[config.mk]
export PLATFORM = sky130hd
export DESIGN_NAME = trig_out_gen
export DESIGN_NICKNAME = d
export VERILOG_FILES = /design/src/rtl/trig_out_gen.sv
export SDC_FILE = /design/constraint.sdc
export NUM_CORES = 1
export LEC_CHECK = 0
export CAP_MARGIN = 20
export CORE_ASPECT_RATIO = 0.9
export CORE_MARGIN = 3
export CORE_UTILIZATION = 58
export DETAILED_ROUTE_END_ITERATION = 8
export PLACE_DENSITY = 0.84
export SYNTH_ARGS = -nofsm -noshare
export SYNTH_HDL_FRONTEND = slang
export SYNTH_SLANG_ARGS = --single-unit
[constraint.sdc]
create_clock -name sys_clk -period 6.3 [get_ports sys_clk]
set_input_delay 0.63 -clock sys_clk [delete_from_list [all_inputs] [get_ports sys_clk]]
set_output_delay 0.63 -clock sys_clk [all_outputs]
set_load 0.005 [all_outputs]
[src/rtl/trig_out_gen.sv]
// trig_out_gen: turns counter threshold crossings, counter wraps and external
// button edges into single-cycle TriggerOut pulses. Each event has a mask bit,
// a re-arm holdoff counter and a sticky status flag; a saturating counter
// totals every pulse that is actually emitted.
module trig_out_gen (
  input  logic        sys_clk,
  input  logic        reset,
  input  logic [31:0] count_val,
  input  logic [31:0] threshold,
  input  logic        thresh_en,
  input  logic [3:0]  ext_evt,
  input  logic [7:0]  mask,
  input  logic [7:0]  holdoff,
  input  logic [7:0]  clear,
  output logic [15:0] trig_out,
  output logic [15:0] status,
  output logic [15:0] evt_count
);

  // Compare history: cur_q is the latest sample, prev_q the one before.
  logic [31:0] cur_q, cur_d;
  logic [31:0] prev_q, prev_d;
  logic        cur_vld_q, cur_vld_d;
  logic        prev_vld_q, prev_vld_d;

  // External lines: two synchroniser stages plus one delay stage for edges.
  logic [3:0]  sync1_q, sync1_d;
  logic [3:0]  sync2_q, sync2_d;
  logic [3:0]  ext_dly_q, ext_dly_d;

  // Event path.
  logic [7:0]  raw_evt;
  logic [7:0]  busy;
  logic [7:0]  trig_d, trig_q;
  logic [7:0]  status_d, status_q;

  // Pulse accounting.
  logic [3:0]  pop_cnt;
  logic [16:0] cnt_sum;
  logic [15:0] cnt_d, cnt_q;

  // Next-state for the sample history and the external-line synchroniser.
  always_comb begin
    cur_d      = count_val;
    prev_d     = cur_q;
    cur_vld_d  = 1'b1;
    prev_vld_d = cur_vld_q;
    sync1_d    = ext_evt;
    sync2_d    = sync1_q;
    ext_dly_d  = sync2_q;
  end

  // Raw event detection; counter events wait until both samples are real.
  always_comb begin
    raw_evt = '0;
    if (cur_vld_q && prev_vld_q) begin
      raw_evt[0] = thresh_en && (prev_q <  threshold) && (cur_q >= threshold);
      raw_evt[1] = thresh_en && (prev_q >= threshold) && (cur_q <  threshold);
      raw_evt[2] = (prev_q == 32'hFFFF_FFFF) && (cur_q == 32'h0000_0000);
      raw_evt[3] = (prev_q == 32'h0000_0000) && (cur_q == 32'hFFFF_FFFF);
    end
    raw_evt[7:4] = sync2_q & ~ext_dly_q;
  end

  // Per-event gating: a masked or held-off event leaves no trace at all,
  // so the holdoff counter only reloads on a pulse that is really emitted.
  genvar gi;
  generate
    for (gi = 0; gi < 8; gi++) begin : g_evt
      logic [7:0] hcnt_q, hcnt_d;

      assign busy[gi]   = (hcnt_q != 8'd0);
      assign trig_d[gi] = raw_evt[gi] & mask[gi] & ~busy[gi];

      // Reload on an emitted pulse, otherwise count down to zero.
      always_comb begin
        if (trig_d[gi]) begin
          hcnt_d = holdoff;
        end else if (busy[gi]) begin
          hcnt_d = hcnt_q - 8'd1;
        end else begin
          hcnt_d = hcnt_q;
        end
      end

      // Holdoff counter register.
      always_ff @(posedge sys_clk) begin
        if (reset) begin
          hcnt_q <= 8'd0;
        end else begin
          hcnt_q <= hcnt_d;
        end
      end
    end
  endgenerate

  // Sticky flags and the saturating total follow the visible pulses; a set
  // coinciding with a clear keeps the flag set.
  always_comb begin
    status_d = (status_q & ~clear) | trig_q;
    pop_cnt  = 4'd0;
    for (int i = 0; i < 8; i++) begin
      pop_cnt = pop_cnt + {3'd0, trig_q[i]};
    end
    cnt_sum = {1'b0, cnt_q} + {13'd0, pop_cnt};
    cnt_d   = cnt_sum[16] ? 16'hFFFF : cnt_sum[15:0];
  end

  // All pipeline, pulse, flag and counter registers.
  always_ff @(posedge sys_clk) begin
    if (reset) begin
      cur_q      <= 32'd0;
      prev_q     <= 32'd0;
      cur_vld_q  <= 1'b0;
      prev_vld_q <= 1'b0;
      sync1_q    <= 4'd0;
      sync2_q    <= 4'd0;
      ext_dly_q  <= 4'd0;
      trig_q     <= 8'd0;
      status_q   <= 8'd0;
      cnt_q      <= 16'd0;
    end else begin
      cur_q      <= cur_d;
      prev_q     <= prev_d;
      cur_vld_q  <= cur_vld_d;
      prev_vld_q <= prev_vld_d;
      sync1_q    <= sync1_d;
      sync2_q    <= sync2_d;
      ext_dly_q  <= ext_dly_d;
      trig_q     <= trig_d;
      status_q   <= status_d;
      cnt_q      <= cnt_d;
    end
  end

  assign trig_out  = {8'h00, trig_q};
  assign status    = {8'h00, status_q};
  assign evt_count = cnt_q;

endmodule

Word-level counts from Yosys, hierarchy flattened
Index checks and enable logic that the tools add are counted.
{"block": "totals", "output_inout_bits": 48, "regBits": 174}
{"block": "op_classes", "addsub": 16, "n_bitwise": 29, "eq_ne": 2, "mux": 19, "order_cmp": 4, "reduce_logical": 25}
{"cell": "2-to-1 mux 8 bit", "count": 16}
{"cell": "equality test 32 bit (second input constant)", "count": 2}
{"cell": "greater-or-equal comparator 32 bit", "count": 2}
{"cell": "logical NOT 32 bit", "count": 2}
{"cell": "less-than comparator 32 bit", "count": 2}
{"cell": "nonzero test 8 bit", "count": 8}
{"cell": "subtractor 8 x 1 -> 8 bit (second input constant)", "count": 8}
{"cell": "adder 16 x 4 -> 17 bit", "count": 1}
{"cell": "adder 4 x 1 -> 4 bit", "count": 4}
{"cell": "bitwise AND 1 bit", "count": 16}
{"cell": "2-to-1 mux 16 bit", "count": 1}
{"cell": "nonzero test 2 bit", "count": 8}
{"cell": "bitwise AND 8 bit", "count": 1}
{"cell": "inverter 1 bit", "count": 8}
{"cell": "inverter 8 bit", "count": 1}
{"cell": "bitwise OR 8 bit", "count": 1}
{"cell": "logical AND 1 bit", "count": 7}
{"cell": "adder 3 x 1 -> 4 bit", "count": 1}
{"cell": "bitwise AND 4 bit", "count": 1}
{"cell": "2-to-1 mux 4 bit", "count": 1}
{"cell": "inverter 4 bit", "count": 1}
{"cell": "adder 2 x 1 -> 3 bit", "count": 1}
{"cell": "adder 1 x 1 -> 2 bit", "count": 1}
{"cell": "2-to-1 mux 1 bit", "count": 1}

Logic depth before layout (Yosys ltp)
{"block": "depth", "depth_word": 9, "depth_mapped": 14}

Worst setup path after synthesis
Ideal clock, no wire load.
{"block": "synth_timing", "path_kind": "flip-flop to flip-flop", "startpoint": "register trig_q[0]", "endpoint": "register cnt_q[10], in the netlist evt_count[10]", "setup_time_ps": 133, "path_buffers": 1, "path_stages_with_launch": 14, "period_less_slack_ps": 3720, "slack_ps": 2580, "arrival_time_ps": 3588, "required_time_ps": 6167, "path_cell_list": "dfxtp_1 > fa_1 > inv_1 > fa_1 > fa_1 > fa_1 > inv_1 > fa_1 > a21o_1 > a21oi_1 > nor3_1 > nand3_1 > clkbuf_1 > a21oi_1"}
{"block": "synth_via", "elab_chain_cells": 9}
{"item": "start: declaration", "line_no": "34", "rtl": "logic [7:0] trig_d, trig_q;"}
{"item": "start signal: assignment", "line_no": "130", "rtl": "trig_q <= trig_d;"}
{"item": "adder 1 x 1 -> 2 bit", "line_no": "103", "rtl": "pop_cnt = pop_cnt + {3'd0, trig_q[i]};"}
{"item": "adder 2 x 1 -> 3 bit", "line_no": "103"}
{"item": "adder 3 x 1 -> 4 bit", "line_no": "103"}
{"item": "adder 4 x 1 -> 4 bit (4 in a row)", "line_no": "103"}
{"item": "adder 16 x 4 -> 17 bit", "line_no": "105", "rtl": "cnt_sum = {1'b0, cnt_q} + {13'd0, pop_cnt};"}
{"item": "2-to-1 mux 16 bit", "line_no": "106", "rtl": "cnt_d = cnt_sum[16] ? 16'hFFFF : cnt_sum[15:0];"}
{"item": "end signal: assignment", "line_no": "132", "rtl": "cnt_q <= cnt_d;"}
{"item": "end: declaration", "line_no": "40", "rtl": "logic [15:0] cnt_d, cnt_q;"}
Every way passes these cells.
A chain may end at the register's enable or synchronous reset.

Worst setup path in the final report
{"block": "layout_timing", "startpoint": "register trig_q[0]", "endpoint": "register cnt_q[13], in the netlist evt_count[13]"}
Same word-level chain as after synthesis.

==> impl_metrics.csv <==
group,metric,value,unit
sta,rsz0062_at_grt,"no",
placed_design,routabilityCongestion,0.825,
power_and_ir_drop,p_leak,4.38,nW
placed_design,place.port_buffers,126,
global_routing,grt_pass1_vias,7015,
drt,drc,0,
floorplan,ios,143,
sta,setup_tns,0,ns
worst_setup_path,crit_path_max_fanout,13,
clock_tree,tritoncts,"yes",
yosys,syn_inst,998,
worst_setup_path,worstSetupEndpointType,"register",
drt,ant_nets,0,
yosys,yosys_warnings,0,
yosys,synth-seq-cells,174,
power_and_ir_drop,p_switching,1.23,mW
yosys,syn_avg_cell_area,8.80,um2
drt,drt_iter0_drc,587,
global_routing,gr-total-overflow,0,
worst_setup_path,reg2reg_slack,1.99,ns
sta,finClkSkew,0.0132,ns
floorplan,dieArea,0.0167,mm2
yosys,synthFlopType,"dfxtp_1",
flow_run,max_cap_violations,0,
worst_setup_path,r2r-start,"trig_q[0]",
sta,fin_crit_sh,68.4,%
power_and_ir_drop,seq_power_share,39.4,%
clock_tree,clk_latency,0.43,ns
clock_tree,hold_buffers,0,
yosys,yosysTopAreaCell,"dfxtp_1",
sta,timing.fmax,232,MHz
finish,syn_to_final_growth,21.5,%
sta,slew_viol_final,0,
sta,tightest_slew,0.911,ns
clock_tree,postCtsSetupRepairBufs,0,
clock_tree,htreeDepth,4,
yosys,synth_area,0.00878,mm2
worst_setup_path,r2r-end,"evt_count[13]",
global_routing,grt_pass1_wl,33.7,mm
worst_setup_path,cp.required,6.66,ns
clock_tree,cts_buffers,17,
clock_tree,cts.clk_slew.worst_paths,0.07,ns
min_path,worstHoldStart,"ext_dly_q[1]",
yosys,synth_top_area_share,39.7,%
sta,layout_min_cycle_time,4.31,ns
yosys,yosys-top-cells-area,"dfxtp_1 40%, ha_1 11%, nor2b_1 5.6%",
yosys,synthArstFlopShare,0,%
clock_tree,clockBufferDepth,2,
finish,fin_nets,1282,
finish,drive_above_1_share,3.85,%
floorplan,num_rows,42,
sta,slew_headroom,39.2,%
worst_setup_path,critPathKind,"register to register",
drt,num_vias,7601,
yosys,synth-edff-count,0,
worst_setup_path,ff2ff_path_depth,14,
worst_setup_path,startpoint_type,"register",
floorplan,die_h,123,um
global_routing,grt_use_total,25.6,%
outcome,status,"complete, no violations",
power_and_ir_drop,internal-power,2.44,mW
floorplan,die_w,136,um
yosys,synth.yosys.seq_area_share,39.7,%
finish,n_antenna_cell,0,
drt,dr.pass1.iters,7,
clock_tree,ctsResizeCount,0,
global_routing,grt_max_degree,91,
global_routing,antenna_found_initial,0,
power_and_ir_drop,pwr-share-comb,31.5,%
sta,setup_viol_count_final,0,
clock_tree,root_buffer,"clkbuf_16",
yosys,synth_cell_types,55,
min_path,hold_path.class,"register to register",
drt,wire_per_inst,16.1,um
power_and_ir_drop,clkPwrFrac,29.1,%
worst_setup_path,critPathCapture,"evt_count[13]",
sta,hold_viol,0,
worst_setup_path,critical_path.startpoint,"trig_q[0]",
floorplan,core,0.0148,mm2
power_and_ir_drop,p_per_area,344,mW/mm2
worst_setup_path,worstPathArrival,4.67,ns
clock_tree,cts_sinks,174,
power_and_ir_drop,irDropWorstVdd,0.218,mV
finish,fin_util,72.3,%
power_and_ir_drop,power.share.switching,33.5,%
drt,routed_wl,21.2,mm
placed_design,place_hpwl,15.4,mm
drt,via_per_inst,5.78,
floorplan,start_util,59.5,%
worst min path at each step:
stage | to | slack (ns) | cells past startpoint
after floorplan | trig_q[4] | 0.40 | 1
after global placement | trig_q[5] | 0.41 | 1
after detailed placement | trig_q[5] | 0.42 | 1
after CTS | trig_q[5] | 0.43 | 1
after global routing | trig_q[7] | 0.44 | 1
final | trig_q[5] | 0.43 | 1
power groups by stage:
stage	Sequential [mW]	Combinational, mW	Clock (mW)
after floorplan	1.43	0.923	0
after detailed placement	1.46	1.14	0
after CTS	1.44	1.15	1.08
after global placement	1.46	1.09	0
final	1.45	1.15	1.07
after global routing	1.47	1.30	1.13
final cells by class:
class                      instances  area, um2
timing repair buffer             127       1270
clock inverter                    13        164
fill                            1100       4090
sequential                       174       3480
tap                              198        248
multi-input combinational        717       4830
clock buffer                      19        433
inverter                          67        251
synth_stat cells (all sizes together), types with 19 or more instances:
cell / n
nor3: 47
nand4: 36
nor2b: 79
a21oi: 91
inv: 67
nand3: 28
a211oi: 43
or3: 19
buf: 20
ha: 78
nor2: 54
dfxtp: 174
nand2: 57
xor2: 23
nor4: 22
clkbuf: 35
per-layer routing:
metal	track usage (%)	up-vias	wire length (um)
li1	-	3745	-
met1	33.2	3546	9380
met2	42.7	279	10000
met3	6.64	31	1490
met4	6.93	0	313
met5	0	-	0
sequential cells by signal (all words and copies together) (netlist names):
register,flops
status_q,8
evt_count,16
g_evt.hcnt_q,64
prev_q,32
cur_q,32
ext_dly_d,4
trig_q,8
cur_vld_q,1
prev_vld_q,1
ext_dly_q,4
sync1_q,4
worst max-delay path, cell delays in order (launching register included):
cell,delay (ns)
dfxtp_1,0.33
fa_1,0.53
inv_1,0.05
fa_1,0.51
fa_1,0.43
fa_1,0.40
inv_1,0.09
fa_1,0.22
a21o_1,0.14
a21oi_1,0.14
nor3_1,0.50
nand3_1,0.54
nand2_1,0.19
mux2i_1,0.09
nor2_1,0.08
logic make-up (layout without fill, tap and decap cells):
kind of cell,after synthesis,after routing,synth area share [%]
adders and majority gates,83,83,12.3
buffers and inverters,122,226,6.00
muxes,3,3,0.356
AOI/OAI and AO/OA,197,197,14.3
xor gates and xnor gates,38,38,3.79
and+or+nand+nor,380,380,23.6
DFF,174,174,39.7
other,1,16,0.0427
cell usage in the layout (no fill, tap or decap), types with 15 or more instances in the layout:
master and n:
dfxtp_1 174, clkdlybuf4s50_1 125, a21oi_1 91, nor2b_1 79
ha_1 78, inv_1 66, nand2_1 57, nor2_1 54
nor3_1 46, a211oi_1 40, nand4_1 36, nand3_1 28
xor2_1 23, nor4_1 21, or3_1 19, clkbuf_16 17
conb_1 16, o21ai_0 15, xnor2_1 15
stage by stage:
stage               setup WS (ns)  cells  hold slack, ns  area (um2)  total power, mW
CTS                          2.04   1315           0.429       10700             3.67
global route                 1.73   1315           0.438       10700             3.90
global placement             2.26   1283           0.407       10100             2.55
finish                       1.99   1315           0.425       10700             3.67
detailed placement           2.12   1283           0.420       10100             2.60
floorplan                    2.58   1013           0.398        8840             2.35
Note: power is estimated with default switching activity, not from simulation.
